`src/rtl/multicycle_ctrl_pkg.sv`:
```
// Shared constants for the multi-cycle MIPS-subset controller: state codes,
// datapath mux encodings, opcode/funct values and instruction-class helpers.
package multicycle_ctrl_pkg;

    typedef enum logic [3:0] {
        S_FETCH  = 4'd0,
        S_DECODE = 4'd1,
        S_EXEC   = 4'd2,
        S_ALUWB  = 4'd3,
        S_ADDR   = 4'd4,
        S_MEM    = 4'd5,
        S_LDWB   = 4'd6,
        S_BRANCH = 4'd7,
        S_JUMP   = 4'd8
    } state_t;

    localparam logic [2:0] ALU_ADD = 3'd0;
    localparam logic [2:0] ALU_SUB = 3'd1;
    localparam logic [2:0] ALU_OR  = 3'd2;
    localparam logic [2:0] ALU_LUI = 3'd3;

    localparam logic [1:0] A3SEL_RT = 2'd0;
    localparam logic [1:0] A3SEL_RD = 2'd1;
    localparam logic [1:0] A3SEL_RA = 2'd2;

    localparam logic [1:0] WDSEL_ALUANS = 2'd0;
    localparam logic [1:0] WDSEL_DMRD   = 2'd1;
    localparam logic [1:0] WDSEL_PCA4   = 2'd2;

    localparam logic [1:0] PCSEL_PCA4   = 2'd0;
    localparam logic [1:0] PCSEL_BRANCH = 2'd1;
    localparam logic [1:0] PCSEL_J      = 2'd2;
    localparam logic [1:0] PCSEL_JR     = 2'd3;

    localparam logic [1:0] DM_WORD = 2'd0;
    localparam logic [1:0] DM_BYTE = 2'd1;
    localparam logic [1:0] DM_HALF = 2'd2;

    localparam logic [5:0] OP_RTYPE = 6'h00;
    localparam logic [5:0] OP_J     = 6'h02;
    localparam logic [5:0] OP_JAL   = 6'h03;
    localparam logic [5:0] OP_BEQ   = 6'h04;
    localparam logic [5:0] OP_ORI   = 6'h0D;
    localparam logic [5:0] OP_LUI   = 6'h0F;
    localparam logic [5:0] OP_LB    = 6'h20;
    localparam logic [5:0] OP_LH    = 6'h21;
    localparam logic [5:0] OP_LW    = 6'h23;
    localparam logic [5:0] OP_SB    = 6'h28;
    localparam logic [5:0] OP_SH    = 6'h29;
    localparam logic [5:0] OP_SW    = 6'h2B;

    localparam logic [5:0] FN_JR  = 6'h08;
    localparam logic [5:0] FN_ADD = 6'h20;
    localparam logic [5:0] FN_SUB = 6'h22;

    // One-hot instruction class; all zero means unknown instruction
    typedef struct packed {
        logic add;
        logic sub;
        logic ori;
        logic lui;
        logic lw;
        logic lb;
        logic lh;
        logic sw;
        logic sb;
        logic sh;
        logic beq;
        logic j;
        logic jal;
        logic jr;
    } instr_class_t;

    function automatic logic is_alu(input instr_class_t c);
        return c.add | c.sub | c.ori | c.lui;
    endfunction

    function automatic logic is_store(input instr_class_t c);
        return c.sw | c.sb | c.sh;
    endfunction

    function automatic logic is_mem(input instr_class_t c);
        return c.lw | c.lb | c.lh | is_store(c);
    endfunction

    function automatic logic is_jump(input instr_class_t c);
        return c.j | c.jal | c.jr;
    endfunction

    function automatic logic [2:0] alu_op(input instr_class_t c);
        logic [2:0] op;
        op = ALU_ADD;
        if (c.sub) op = ALU_SUB;
        if (c.ori) op = ALU_OR;
        if (c.lui) op = ALU_LUI;
        return op;
    endfunction

    function automatic logic [1:0] dm_width(input instr_class_t c);
        logic [1:0] w;
        w = DM_WORD;
        if (c.lb | c.sb) w = DM_BYTE;
        if (c.lh | c.sh) w = DM_HALF;
        return w;
    endfunction

endpackage

```
`src/rtl/multicycle_ctrl_decode.sv`:
```
// mc_decode: maps opcode/funct to a one-hot instruction class.
module mc_decode
    import multicycle_ctrl_pkg::*;
(
    input  logic [5:0]   i_opcode,
    input  logic [5:0]   i_funct,
    output instr_class_t o_cls
);

    logic w_rtype;
    assign w_rtype = (i_opcode == OP_RTYPE);

    // Pure opcode/funct compare; R-type with an unrecognised funct leaves every bit clear
    always_comb begin
        o_cls     = '0;
        o_cls.add = w_rtype && (i_funct == FN_ADD);
        o_cls.sub = w_rtype && (i_funct == FN_SUB);
        o_cls.jr  = w_rtype && (i_funct == FN_JR);
        o_cls.ori = (i_opcode == OP_ORI);
        o_cls.lui = (i_opcode == OP_LUI);
        o_cls.lw  = (i_opcode == OP_LW);
        o_cls.lb  = (i_opcode == OP_LB);
        o_cls.lh  = (i_opcode == OP_LH);
        o_cls.sw  = (i_opcode == OP_SW);
        o_cls.sb  = (i_opcode == OP_SB);
        o_cls.sh  = (i_opcode == OP_SH);
        o_cls.beq = (i_opcode == OP_BEQ);
        o_cls.j   = (i_opcode == OP_J);
        o_cls.jal = (i_opcode == OP_JAL);
    end

endmodule

```
`src/rtl/multicycle_ctrl.sv`:
```
// Multi-cycle control FSM: sequences FETCH/DECODE/EXEC/MEM/WB for the shared
// datapath and handshakes with wait-state capable instruction/data memories.
module multicycle_ctrl
    import multicycle_ctrl_pkg::*;
(
    input  logic       clk,
    input  logic       reset,
    input  logic [5:0] opcode,
    input  logic [5:0] funct,
    input  logic       ALUflag_zero,
    output logic       imem_req,
    input  logic       imem_ack,
    output logic       dmem_req,
    input  logic       dmem_ack,
    output logic       IRWrite,
    output logic       PCWrite,
    output logic       RegWrite,
    output logic       MemWrite,
    output logic [1:0] A3Sel,
    output logic [2:0] ALUOp,
    output logic       ALUBSel,
    output logic [1:0] WDSel,
    output logic [1:0] PCSel,
    output logic       EXTOp,
    output logic [1:0] DMOp,
    output logic       instr_done,
    output logic [3:0] state
);

    state_t       r_state;
    state_t       w_state_next;
    instr_class_t w_cls;

    mc_decode u_decode (
        .i_opcode (opcode),
        .i_funct  (funct),
        .o_cls    (w_cls)
    );

    assign state = r_state;

    // State register; reset low forces FETCH immediately
    always_ff @(posedge clk or negedge reset) begin
        if (!reset) r_state <= S_FETCH;
        else        r_state <= w_state_next;
    end

    // Next state and Mealy outputs; everything is forced to 0 while reset is low
    always_comb begin
        w_state_next = S_FETCH;
        imem_req     = 1'b0;
        dmem_req     = 1'b0;
        IRWrite      = 1'b0;
        PCWrite      = 1'b0;
        RegWrite     = 1'b0;
        MemWrite     = 1'b0;
        A3Sel        = A3SEL_RT;
        ALUOp        = ALU_ADD;
        ALUBSel      = 1'b0;
        WDSel        = WDSEL_ALUANS;
        PCSel        = PCSEL_PCA4;
        EXTOp        = 1'b0;
        DMOp         = DM_WORD;
        instr_done   = 1'b0;
        if (reset) begin
            case (r_state)
                S_FETCH: begin
                    imem_req = 1'b1;
                    if (imem_ack) begin
                        IRWrite      = 1'b1;
                        w_state_next = S_DECODE;
                    end else begin
                        w_state_next = S_FETCH;
                    end
                end
                S_DECODE: begin
                    if (is_alu(w_cls))       w_state_next = S_EXEC;
                    else if (is_mem(w_cls))  w_state_next = S_ADDR;
                    else if (w_cls.beq)      w_state_next = S_BRANCH;
                    else if (is_jump(w_cls)) w_state_next = S_JUMP;
                    else begin
                        // Unknown instruction: skip it by advancing PC
                        PCWrite    = 1'b1;
                        instr_done = 1'b1;
                    end
                end
                S_EXEC: begin
                    ALUOp        = alu_op(w_cls);
                    ALUBSel      = w_cls.ori | w_cls.lui;
                    w_state_next = S_ALUWB;
                end
                S_ALUWB: begin
                    ALUOp      = alu_op(w_cls);
                    ALUBSel    = w_cls.ori | w_cls.lui;
                    RegWrite   = 1'b1;
                    WDSel      = WDSEL_ALUANS;
                    A3Sel      = (w_cls.add | w_cls.sub) ? A3SEL_RD : A3SEL_RT;
                    PCWrite    = 1'b1;
                    instr_done = 1'b1;
                end
                S_ADDR: begin
                    ALUOp        = ALU_ADD;
                    ALUBSel      = 1'b1;
                    EXTOp        = 1'b1;
                    w_state_next = S_MEM;
                end
                S_MEM: begin
                    // Address and request stay stable for the whole wait period
                    ALUOp    = ALU_ADD;
                    ALUBSel  = 1'b1;
                    EXTOp    = 1'b1;
                    dmem_req = 1'b1;
                    MemWrite = is_store(w_cls);
                    DMOp     = dm_width(w_cls);
                    if (!dmem_ack) begin
                        w_state_next = S_MEM;
                    end else if (is_store(w_cls)) begin
                        PCWrite    = 1'b1;
                        instr_done = 1'b1;
                    end else begin
                        w_state_next = S_LDWB;
                    end
                end
                S_LDWB: begin
                    RegWrite   = 1'b1;
                    A3Sel      = A3SEL_RT;
                    WDSel      = WDSEL_DMRD;
                    DMOp       = dm_width(w_cls);
                    PCWrite    = 1'b1;
                    instr_done = 1'b1;
                end
                S_BRANCH: begin
                    ALUOp      = ALU_SUB;
                    PCWrite    = 1'b1;
                    PCSel      = ALUflag_zero ? PCSEL_BRANCH : PCSEL_PCA4;
                    instr_done = 1'b1;
                end
                S_JUMP: begin
                    PCWrite    = 1'b1;
                    PCSel      = w_cls.jr ? PCSEL_JR : PCSEL_J;
                    instr_done = 1'b1;
                    if (w_cls.jal) begin
                        RegWrite = 1'b1;
                        A3Sel    = A3SEL_RA;
                        WDSel    = WDSEL_PCA4;
                    end
                end
                default: w_state_next = S_FETCH;
            endcase
        end
    end

endmodule
```
`config.mk`:
```
export PLATFORM = sky130hd
export DESIGN_NAME = multicycle_ctrl
export DESIGN_NICKNAME = d
export VERILOG_FILES = /design/src/rtl/multicycle_ctrl_pkg.sv /design/src/rtl/multicycle_ctrl_decode.sv /design/src/rtl/multicycle_ctrl.sv
export SDC_FILE = /design/constraint.sdc
export NUM_CORES = 1
export LEC_CHECK = 0
export BUFFER_PORTS_ARGS = -buffer_cell sky130_fd_sc_hd__buf_2
export CORE_MARGIN = 2
export CORE_UTILIZATION = 44
export CTS_CLUSTER_SIZE = 28
export DETAILED_ROUTE_END_ITERATION = 10
export PLACE_DENSITY = 0.79
export SLEW_MARGIN = 20
export SYNTH_ARGS = -nofsm -noshare
export SYNTH_HDL_FRONTEND = slang
export SYNTH_HIERARCHICAL = 1
export SYNTH_SLANG_ARGS = --single-unit
```
`constraint.sdc`:
```
create_clock -name clk -period 1.99 [get_ports clk]
set_input_delay 0.0995 -clock clk [delete_from_list [all_inputs] [get_ports clk]]
set_output_delay 0.0995 -clock clk [all_outputs]
set_load 0.05 [all_outputs]
```
# Yosys cells after proc, flatten, opt, wreduce, memory -nomap -nowiden
# Cells that the tools add are included.
# W data, S select, Z words.
totals:
  ff_bits: 4
  input_bits: 17
  output_inout_bits: 24
  wordCells: 98
op_classes:
  n_eq_ne: 22
  n_mux: 52
  n_bitwise: 13
  n_reduce_logical: 10
op_table:
  columns: ["cell", "n"]
  rows:
  - ["$eq A6 B6 Y1 const B", 8]
  - ["$mux W1", 27]
  - ["$mux W4", 5]
  - ["$pmux W4 S5", 1]
  - ["$eq A6 B4 Y1 const B", 3]
  - ["$eq A4 B3 Y1 const B", 4]
  - ["$mux W2", 8]
  - ["$or A1 B1 Y1", 13]
  - ["$eq A6 B2 Y1 const B", 2]
  - ["$mux W3", 4]
  - ["$pmux W2 S2", 3]
  - ["$eq A4 B2 Y1 const B", 2]
  - ["$reduce_or A2 Y1", 4]
  - ["$eq A6 B3 Y1 const B", 1]
  - ["$logic_not A6 Y1", 1]
  - ["$pmux W3 S2", 1]
  - ["$eq A4 B1 Y1 const B", 1]
  - ["$eq A4 B4 Y1 const B", 1]
  - ["$logic_not A4 Y1", 1]
  - ["$pmux W1 S2", 2]
  - ["$reduce_or A4 Y1", 1]
  - ["$logic_and A1 B1 Y1", 3]
  - ["$pmux W1 S3", 1]

# Logic depth before layout (Yosys ltp)
# Gate-level depths: netlist (run 1).
logic_depth:
  word_depth: 9
  ltp_mapped: 7
  ltp_nobuf: 6

# Hierarchy
# The synthesis (run 1) kept the hierarchy.
modules_own_cells:
  columns: ["mod", "instances", "cells_each", "area_each_um2", "seq_area_each_um2"]
  rows:
  - ["multicycle_ctrl", 1, 83, 578.1, 100.1]
  - ["mc_decode", 1, 26, 175.2, 0.0]

# Worst setup path after synthesis (run 1)
# No wires, ideal clock.
synth_path:
  path_type: "reg-to-output"
  startpoint: "reg r_state[3] (netlist: state[3])"
  endpoint: "out WDSel[1]"
  arrival_ps: 2653
  required_ps: 1891
  setup_slack_ps: -763
  stages_incl_launch_ff: 5
  cell_sequence: "dfrtp_1 > buf_6 > or2b_2 > nor3_1 > buf_4"
synth_via:
  elab_chain_len: 3
  elab_cells_between_ends: 4
synth_lines:
  columns: ["item", "line_no", "rtl"]
  rows:
  - ["start, declared", "multicycle_ctrl.sv:30", "state_t r_state;"]
  - ["start signal, assigned", "multicycle_ctrl.sv:45", "else r_state <= w_state_next;"]
  - ["$eq A4 B4 Y1 or $eq A4 B3 Y1 (tied branches)", "multicycle_ctrl.sv:66", "case (r_state)"]
  - ["$pmux W2 S2 (*)", "multicycle_ctrl.sv:66", null]
  - ["$mux W2 (*)", "multicycle_ctrl.sv:65", "if (reset) begin"]
  - ["end, declared", "multicycle_ctrl.sv:22", "output logic [1:0] WDSel,"]
# Every way passes the cells marked *; elsewhere a longest branch is shown, timed or not.

# Worst setup path after layout (run 1)
layout_path:
  startpoint: "reg r_state[3] (netlist: state[3])"
  endpoint: "out instr_done"
layout_via:
  elab_chain_len: 4
  elab_cells_between_ends: 9
layout_lines:
  columns: ["item", "line_no", "rtl"]
  rows:
  - ["$eq A4 B4 Y1 (tied with other cells)", "multicycle_ctrl.sv:66", null]
  - ["$reduce_or A4 Y1 (no source line)", null, null]
  - ["$pmux W1 S3 (*)", "multicycle_ctrl.sv:66", null]
  - ["$mux W1 (*)", "multicycle_ctrl.sv:65", null]
  - ["end, declared", "multicycle_ctrl.sv:26", "output logic instr_done,"]
# Marked as above.

==> flow_metrics.tcl, run 1 <==
set metrics [dict create \
    antenna_found_initial 0 \
    criticalPathCategory "register to output pin" \
    ys_seq_area_share_pct 13.29 \
    pin_count 41 \
    wl_um 2281 \
    grt_overflow_total 0 \
    grt_pass1_vias 853 \
    critPathArrivalTime_ps 1900 \
    async_flop_share_pct 100.0 \
    worstPathRequired_ps 1890 \
    rsz0062_at_grt "true" \
    first_iter_violations 32 \
    core-area_mm2 0.001559 \
    grt_pass1_wl_um 3408 \
    dp.final_hpwl_um 1808 \
    p_leak_nw 0.5012 \
    utilization_pct 71.03 \
    violations "negative setup slack" \
    maxCapViolations 0 \
    yosys.cell_types.count 42 \
    dp.cells 167 \
    nFillCells 141 \
    cts_root_buf "clkbuf_4" \
    path_cells "or4b_4, nand4bb_1, nor2b_1, o31a_4, buf_6" \
    crit_path_end_kind "output pin" \
    ys.flop_type "dfrtp_1" \
    worst_pin_slew_ps 604.5 \
    setup_ws_ps -8.314 \
    clock.fmax_mhz 500.4 \
    io_buffers 39 \
    crit_fanout 4 \
    relSlewSlack_pct 59.33 \
    cts_tree "built" \
    clkTransAtPathRegs_ps 40 \
    area_growth_pct 47.01 \
    final_common_cell "buf_2" \
    rows 14 \
    start_util_pct 48.31 \
    die_h_um 45.38 \
    synth_seq_cells 4 \
    final-setup-viol-count 2 \
    rrSetupSlack_ps 450 \
    status "complete, but fails checks" \
    netlist_area_um2 753.2 \
    cts_inserted_buffers 3 \
    drt_first_pass_iters 4 \
    finalHoldViolCount 0 \
    reg2reg_depth 3 \
    period_share_pct 100.4 \
    gp_congestion 0.8258 \
    synth_cells 109 \
    grt_max_degree 17 \
    clk_latency_ps 250 \
    synth-edff-count 0 \
    wire_per_inst_um 13.26 \
    largest_register_ffs 4 \
    post-place-ws_ps -47.64 \
    ir_drop_mv 0.2535 \
    cts_buffer_depth 2 \
    cp_slowest_cell "or4b_4" \
    holdCritPathClass "input pin to asynchronous set/reset pin" \
    yosysWarnings 6 \
    final_nets 174 \
    final_cells 172 \
    startpoint_type "register" \
    via_per_inst 5.884 \
    drive_gt1_share_pct 51.28 \
    period_needed_ps 1998 \
    maxSlewViolCount 0 \
    grt_use_total_pct 22.41 \
    die_w_um 45.38 \
    worst_clock_skew_ps 4.063 \
    power_density_mw_per_mm2 309.2 \
    crit_path_max_incr_delay_ps 530 \
    vias 1012 \
    syn_nets 126 \
    dieArea_mm2 0.002059 \
    cts.sinks 4 \
    drc 0 \
    num_antenna_cells 0 \
    syn_avg_cell_area_um2 6.910 \
    mostFrequentLayoutCells "buf_2, nor2_1, buf_4, nor3_1, nand2_1" \
    cts_htree_levels 1 \
    ant_nets 0 \
]
[where the power goes]
part           switching, mW  internal, mW
registers            0.00123        0.0840
clock network         0.0430        0.0759
logic                 0.0886        0.0497
[per-stage QoR]
step	setup TNS, ps	total power [mW]	hold slack, ps	area [µm²]
3_5_place_dp	-124.2	0.2181	-55.41	1042
4_1_cts	-30.58	0.3428	216.7	1094
6_report	-16.27	0.3423	223.4	1107
2_1_floorplan	-220.5	0.1780	-196.1	823.3
3_3_place_gp	0	0.2132	-63.25	1042
5_1_grt	-156.7	0.3562	231.6	1107
[cell families (layout without fill, tap and decap cells)]
| kind of cell | after synthesis | after routing | share of synthesized area (%) |
|---|---|---|---|
| AO/OA/AOI/OAI | 18 | 18 | 16.78 |
| XOR/XNOR | 1 | 1 | 1.163 |
| buffers and inverters | 10 | 57 | 9.965 |
| flip-flops | 4 | 4 | 13.29 |
| other | 1 | 1 | 0.4979 |
| AND/OR/NAND/NOR | 75 | 75 | 58.31 |
[final timing paths]
path	startpoint	end
max	state[3]	instr_done
min	reset	state[1]
max reg2reg	state[3]	state[3]
min reg2reg	state[1]	state[1]
max in group asynchronous	reset	state[0]
min in group clk	dmem_ack	state[2]
[synthesized netlist by cell type, types with 2 or more instances]
cell	instances	share of area, %
nor2_1	23	11
nor3_1	12	8.0
nand2_1	8	4.0
dfrtp_1	4	13
o21ai_0	4	2.7
a21oi_1	3	2.0
and2_1	3	2.5
and3_1	3	2.5
buf_4	3	3.0
inv_1	3	1.5
nand4bb_1	3	4.5
or4b_1	3	4.0
buf_6	2	3.0
nand2b_1	2	1.7
nand3_1	2	1.3
nor3b_1	2	2.0
o22ai_1	2	1.7
o31a_1	2	2.3
or4_1	2	2.0
[worst max-delay path: cells and delay by family (launching register included)]
kind                   cells  cell delay [ps]
AND/OR/NAND/NOR            3              930
flip-flops                 1              420
AO/OA/AOI/OAI              1              150
buffers and inverters      1              150
[layout make-up]
cell class	count	area, µm²	area share, %
clock buffer	4	26.28	2.373
inverter	3	11.26	1.017
multi-input combinational	95	644.4	58.19
sequential	4	103.9	9.379
tap	16	20.02	1.808
timing repair buffer	50	301.5	27.23
[routing by layer]
layer	vias to the layer above	part of all wire (%)	track usage [%]
li1	501	-	-
met1	464	42	25.55
met2	44	51	42.00
met3	3	6.0	2.381
met4	0	0.75	8.824
met5	-	0	0
[repair_timing]
action                                  in CTS  in global routing
hold endpoints to repair                     4                  0
hold buffers                                 1                  0
resized for setup                            5                  4
setup buffers                                0                  0
endpoints found under the setup margin       3                  4
(Power assumes the default switching activity.)
==> run 2: changes to the inputs <==
--- a/config.mk
+++ b/config.mk
@@ -11,6 +11,7 @@
 export CTS_CLUSTER_SIZE = 28
 export DETAILED_ROUTE_END_ITERATION = 10
 export PLACE_DENSITY = 0.79
+export RECOVER_POWER = 50
 export SLEW_MARGIN = 20
 export SYNTH_ARGS = -nofsm -noshare
 export SYNTH_HDL_FRONTEND = slang
==> run 2 against run 1 <==
  * The flow still finishes with violations (negative setup slack)
  * Core utilization is 0.32 points lower
  * First-iteration DRC count is 31% higher
  * Die area did not move
  * Flip-flop and latch count unchanged
  * Register-to-register slack hardly changed
  * Critical path depth did not move
  * Wire length down 0.26%
  * Power fell by 0.24%
  * Clock power is essentially flat
  * Largest cell class unchanged
  * Highest routed layer unchanged
==> flow_metrics.tcl, run 2 (synthesis results as in run 1) <==
set metrics [dict create \
    grt_pass1_vias 853 \
    clock.fmax_mhz 500.6 \
    start_util_pct 48.31 \
    maxSlewViolCount 0 \
    dp.final_hpwl_um 1808 \
    criticalPathCategory "register to output pin" \
    rsz0062_at_grt "true" \
    gp_congestion 0.8258 \
    final_cells 172 \
    via_per_inst 5.884 \
    grtUsageMet3_pct 2.381 \
    die_h_um 45.38 \
    holdCritPathClass "input pin to asynchronous set/reset pin" \
    p_leak_nw 0.4850 \
    core-area_mm2 0.001559 \
    period_needed_ps 1998 \
    grt_overflow_total 0 \
    cp_top_family "simple AND/OR/NAND/NOR gates" \
    met2_usage_pct 42.00 \
    ir_drop_mv 0.2535 \
    largest_register_ffs 4 \
    io_buffers 39 \
    cts_root_buf "clkbuf_4" \
    clk_latency_ps 250 \
    finalHoldViolCount 0 \
    worstPathRequired_ps 1890 \
    nFillCells 141 \
    worst_pin_slew_ps 604.5 \
    vias 1012 \
    cts_buffer_depth 2 \
    cts_inserted_buffers 3 \
    grt_max_degree 17 \
    status "complete, but fails checks" \
    die_w_um 45.38 \
    crit_path_end_kind "output pin" \
    drt_first_pass_iters 4 \
    wire_per_inst_um 13.23 \
    mostFrequentLayoutCells "buf_2, nor2_1, buf_4, nor3_1, nand2_1" \
    final_nets 174 \
    critPathArrivalTime_ps 1900 \
    period_share_pct 100.4 \
    num_antenna_cells 0 \
    violations "negative setup slack" \
    crit_fanout 4 \
    wl_um 2275 \
    postCtsSetupRepairBufs 0 \
    grt_use_total_pct 22.41 \
    drc 0 \
    final_common_cell "buf_2" \
    drive_gt1_share_pct 48.72 \
    rows 14 \
    cts.sinks 4 \
    cts_htree_levels 1 \
    ant_nets 0 \
    dp.cells 167 \
    worst_clock_skew_ps 3.908 \
    multi_input_area_um2 644.4 \
    antenna_found_initial 0 \
    startpoint_type "register" \
    crit_path_max_incr_delay_ps 530 \
    register_area_um2 103.9 \
    grt_pass1_wl_um 3408 \
    relSlewSlack_pct 59.33 \
    cp_slowest_cell "or4b_4" \
    pin_count 41 \
    setup_ws_ps -7.641 \
    final-setup-viol-count 2 \
    globalRoute.busiestLayer "met2" \
    maxCapViolations 0 \
    cts_tree "built" \
    power_density_mw_per_mm2 309.8 \
    holdWs_ps 221.9 \
    area_growth_pct 46.35 \
    path_cells "or4b_4, nand4bb_1, nor2b_1, o31a_4, buf_6" \
    dieArea_mm2 0.002059 \
    worst-path-buf-inv 1 \
    clkTransAtPathRegs_ps 40 \
    first_iter_violations 42 \
    gr-usage-met1_pct 25.55 \
]
==> run 2: cell types whose count changed in the layout (fill, tap and decap cells not counted) <==
cell      before  now
buf_2         35   29
clkbuf_2       0    2
clkbuf_1       1    5
==> run 2: what timing repair did <==
action | in CTS | in global routing
resized for setup | 5 | 4
endpoints found under the hold margin | 4 | 0
gates cloned | 0 | 0
hold buffers | 1 | 0
endpoints found under the setup margin | 3 | 4
pin swaps | 0 | 0
==> run 2: worst paths after layout <==
| check | from | endpoint | slack (ps) | depth (start not counted) |
|---|---|---|---|---|
| max in group asynchronous | reset | state[0] | 1580 | 2 |
| min in group clk | dmem_ack | state[2] | 300 | 4 |
| setup reg to reg | state[3] | state[3] | 450 | 3 |
| hold reg to reg | state[1] | state[1] | 660 | 3 |
| setup / recovery | state[3] | instr_done | -8 | 5 |
| hold / removal | reset | state[1] | 220 | 2 |
==> run 2: final cells by class <==
cell class                 count  area share [%]
clock buffer                   4           2.384
inverter                       3           1.022
multi-input combinational     95           58.46
sequential                     4           9.421
tap                           16           1.816
timing repair buffer          50           26.90
==> run 2: power by group <==
part / leakage (nW) / internal (mW) / switching (mW)
clock: 0.0150 / 0.0759 / 0.0431
sequential: 0.0502 / 0.0840 / 0.00124
combinational: 0.420 / 0.0488 / 0.0885
==> run 2: stage by stage <==
step / setup slack, ps / power [mW] / setup TNS [ps] / utilization [%] / area, µm²
6_report: -7.641 / 0.3415 / -14.93 / 70.71 / 1102
2_1_floorplan: -155.3 / 0.1780 / -220.5 / - / 823.3
4_1_cts: -15.59 / 0.3428 / -30.58 / 70.14 / 1094
3_5_place_dp: -47.64 / 0.2181 / -124.2 / 66.85 / 1042
3_3_place_gp: 1.524 / 0.2132 / 0 / 66.85 / 1042
5_1_grt: -66.73 / 0.3554 / -156.7 / 70.71 / 1102
==> run 2: worst register-to-register path, cell delays in order, from the launching register on <==
cell	delay, ps
dfrtp_2	420
or4b_4	530
nand4bb_1	220
nor3_1	260
==> run 2: per-layer routing <==
layer  share of wire (%)  vias to the layer above  wire length (µm)
met3                 5.9                        3               135
li1                    -                      500                 -
met1                  42                      463               964
met4                0.75                        0                17
met2                  51                       46              1157
met5                   0                        -                 0
==> run 3: changes to the inputs <==
--- a/config.mk
+++ b/config.mk
@@ -5,9 +5,10 @@
 export SDC_FILE = /design/constraint.sdc
 export NUM_CORES = 1
 export LEC_CHECK = 0
+export ABC_AREA = 1
 export BUFFER_PORTS_ARGS = -buffer_cell sky130_fd_sc_hd__buf_2
 export CORE_MARGIN = 2
-export CORE_UTILIZATION = 44
+export CORE_UTILIZATION = 45
 export CTS_CLUSTER_SIZE = 28
 export DETAILED_ROUTE_END_ITERATION = 10
 export PLACE_DENSITY = 0.79
==> run 3 against run 2 <==
  * The run now ends clean
  * Critical path depth increased by 3
  * Die area is 6.5% higher
  * Combinational power grew 5%
  * Flip-flop and latch count did not move
  * Global-route usage grew 0.32 points
  * Clock skew decreased by 3.4 ps
  * Cell count rose by 28%
  * Synthesized cell count is 41% higher
  * Via count increased by 9.1%
  * Largest power group unchanged
  * Highest routed layer unchanged
==> flow_metrics.tcl, run 3 <==
set metrics [dict create \
    crit_fanout 10 \
    final_common_cell "nor2_1" \
    p_int_uw 194.9 \
    synth.area.top_cells "nor2_1, dfrtp_1, inv_1" \
    ys_top_cells_by_count "nor2_1, inv_1, nand2_1" \
    place_area_mm2 0.001033 \
    cp_top_family "simple AND/OR/NAND/NOR gates" \
    cts_buffer_depth 2 \
    p_leak_nw 0.5383 \
    mostFrequentLayoutCells "nor2_1, buf_2, inv_1, nand2_1, nand3_1" \
    drive_gt1_share_pct 32.82 \
    synth_seq_cells 4 \
    holdWs_ps 231.5 \
    clkTransAtPathRegs_ps 40 \
    period_share_pct 92.23 \
    die_w_um 46.84 \
    io_buffers 39 \
    ys.flop_type "dfrtp_1" \
    worst-path-buf-inv 3 \
    grt_pass1_vias 896 \
    cts_root_buf "clkbuf_4" \
    cp_common_cell "nand2_1" \
    grt_max_degree 16 \
    clk_latency_ps 240 \
    core-area_mm2 0.001727 \
    maxSlewViolCount 0 \
    synth_compound_area_share_pct 9.848 \
    pin_count 41 \
    finalHoldViolCount 0 \
    critPathArrivalTime_ps 1740 \
    largest_register_ffs 4 \
    async_flop_share_pct 100.0 \
    cts_htree_levels 1 \
    design_area_mm2 0.001091 \
    synth-edff-count 0 \
    gp_congestion 0.8718 \
    cts_inserted_buffers 3 \
    startpoint_type "register" \
    synth_top_family_by_area "simple AND/OR/NAND/NOR gates" \
    crit_path_max_incr_delay_ps 500 \
    setup_ws_ps 154.6 \
    synth_xor_area_share_pct 0 \
    maxCapViolations 0 \
    period_needed_ps 1835 \
    power_density_mw_per_mm2 310.2 \
    synth_cells 154 \
    final_nets 214 \
    syn_nets 171 \
    netlist_area_um2 825.8 \
    pwr-share-clk_pct 30.8 \
    grt_overflow_total 0 \
    synth-adder-area-share_pct 0 \
    cts_tree "built" \
    cts.sinks 4 \
    ys_seq_area_share_pct 12.12 \
    combinationalPowerShare_pct 42.5 \
    antenna_found_initial 0 \
    synth_area_leader_cell "nor2_1" \
    drc 0 \
    crit_path_end_kind "output pin" \
    holdCritPathClass "input pin to asynchronous set/reset pin" \
    first_iter_violations 25 \
    netlist.area_leader.share_pct 18.64 \
    area_growth_pct 32.12 \
    start_util_pct 47.83 \
    path_cells "nor2_1, nand3_1, inv_1, nand2_1, inv_2, nand2_1, nand2_1, buf_2" \
    final-setup-viol-count 0 \
    power_uw 338.4 \
    wire_per_inst_um 10.70 \
    worstPathRequired_ps 1890 \
    yosys.area_share.simple_pct 59.09 \
    relSlewSlack_pct 60.71 \
    die_h_um 46.84 \
    num_antenna_cells 0 \
    criticalPathCategory "register to output pin" \
    synth.most_common_cell "nor2_1" \
    dp.final_hpwl_um 1914 \
    dieArea_mm2 0.002194 \
    drt_first_pass_iters 5 \
    status "completed" \
    grt_use_total_pct 22.73 \
    synth_mux_area_share_pct 0 \
    syn_avg_cell_area_um2 5.362 \
    switching_power_uw 143.5 \
    ant_nets 0 \
    worst_pin_slew_ps 591.9 \
    worst_clock_skew_ps 0.5205 \
    wl_um 2353 \
    ir_drop_mv 0.2441 \
    vias 1104 \
    cp_slowest_cell "dfrtp_1" \
    rows 15 \
    yosys.cell_types.count 26 \
    seqPwrFrac_pct 26.7 \
    yosysWarnings 6 \
    switching_share_pct 42.40 \
    via_per_inst 5.018 \
    post-place-ws_ps 375.6 \
    clock.fmax_mhz 544.8 \
    rsz0062_at_grt "false" \
    grt_pass1_wl_um 3691 \
]
-- run 3: worst paths after layout --
path / slack (ps) / end / from / depth (start not counted)
setup / recovery: 150 / PCSel[0] / state[1] / 8
hold / removal: 230 / state[2] / reset / 2
setup reg to reg: 680 / state[0] / state[1] / 5
hold reg to reg: 690 / state[3] / state[3] / 3
max in group asynchronous: 1590 / state[1] / reset / 2
min in group clk: 320 / state[0] / imem_ack / 5
-- run 3: per-stage QoR --
step                      util, %  setup TNS (ps)  instances
after floorplan                 -           -1070        154
final                       63.19               0        220
after detailed placement    59.86               0        212
after CTS                   61.74               0        216
after global routing        63.19               0        220
after global placement      59.86               0        212
-- run 3: kinds of logic (layout without fill, tap and decap cells) --
group / Yosys count / count (layout)
DFF: 4 / 4
buffers and inverters: 33 / 74
and+or+nand+nor: 101 / 101
other: 1 / 1
AOI/OAI and AO/OA: 15 / 15
-- run 3: repair_timing --
action                                  in CTS  in global routing
hold buffers                                 1                  0
endpoints found under the setup margin       0                  3
gates resized for setup                      0                  2
endpoints found under the hold margin        4                  0
setup buffers                                0                  4
-- run 3: final cells by class --
class	count	area, µm²
fill	178	635.6
tap	25	31.28
clock buffer	3	22.52
inverter	27	105.1
multi-input combinational	117	600.6
sequential	4	100.1
timing repair buffer	44	231.5
-- run 3: power by group through the flow --
stage / Sequential, mW / Combinational (mW) / Clock (mW)
after floorplan: 0.0961 / 0.0952 / 0
after global placement: 0.0915 / 0.132 / 0
after detailed placement: 0.0914 / 0.135 / 0
after CTS: 0.0903 / 0.137 / 0.106
after global routing: 0.0909 / 0.157 / 0.110
final: 0.0903 / 0.144 / 0.104
-- run 3: metal layers --
layer	GRT usage [%]	vias to the layer above	wire length (µm)
met5	0	-	0
met4	3.333	0	11
met3	2.308	2	129
met2	42.74	39	1249
met1	28.28	497	962
li1	-	566	-
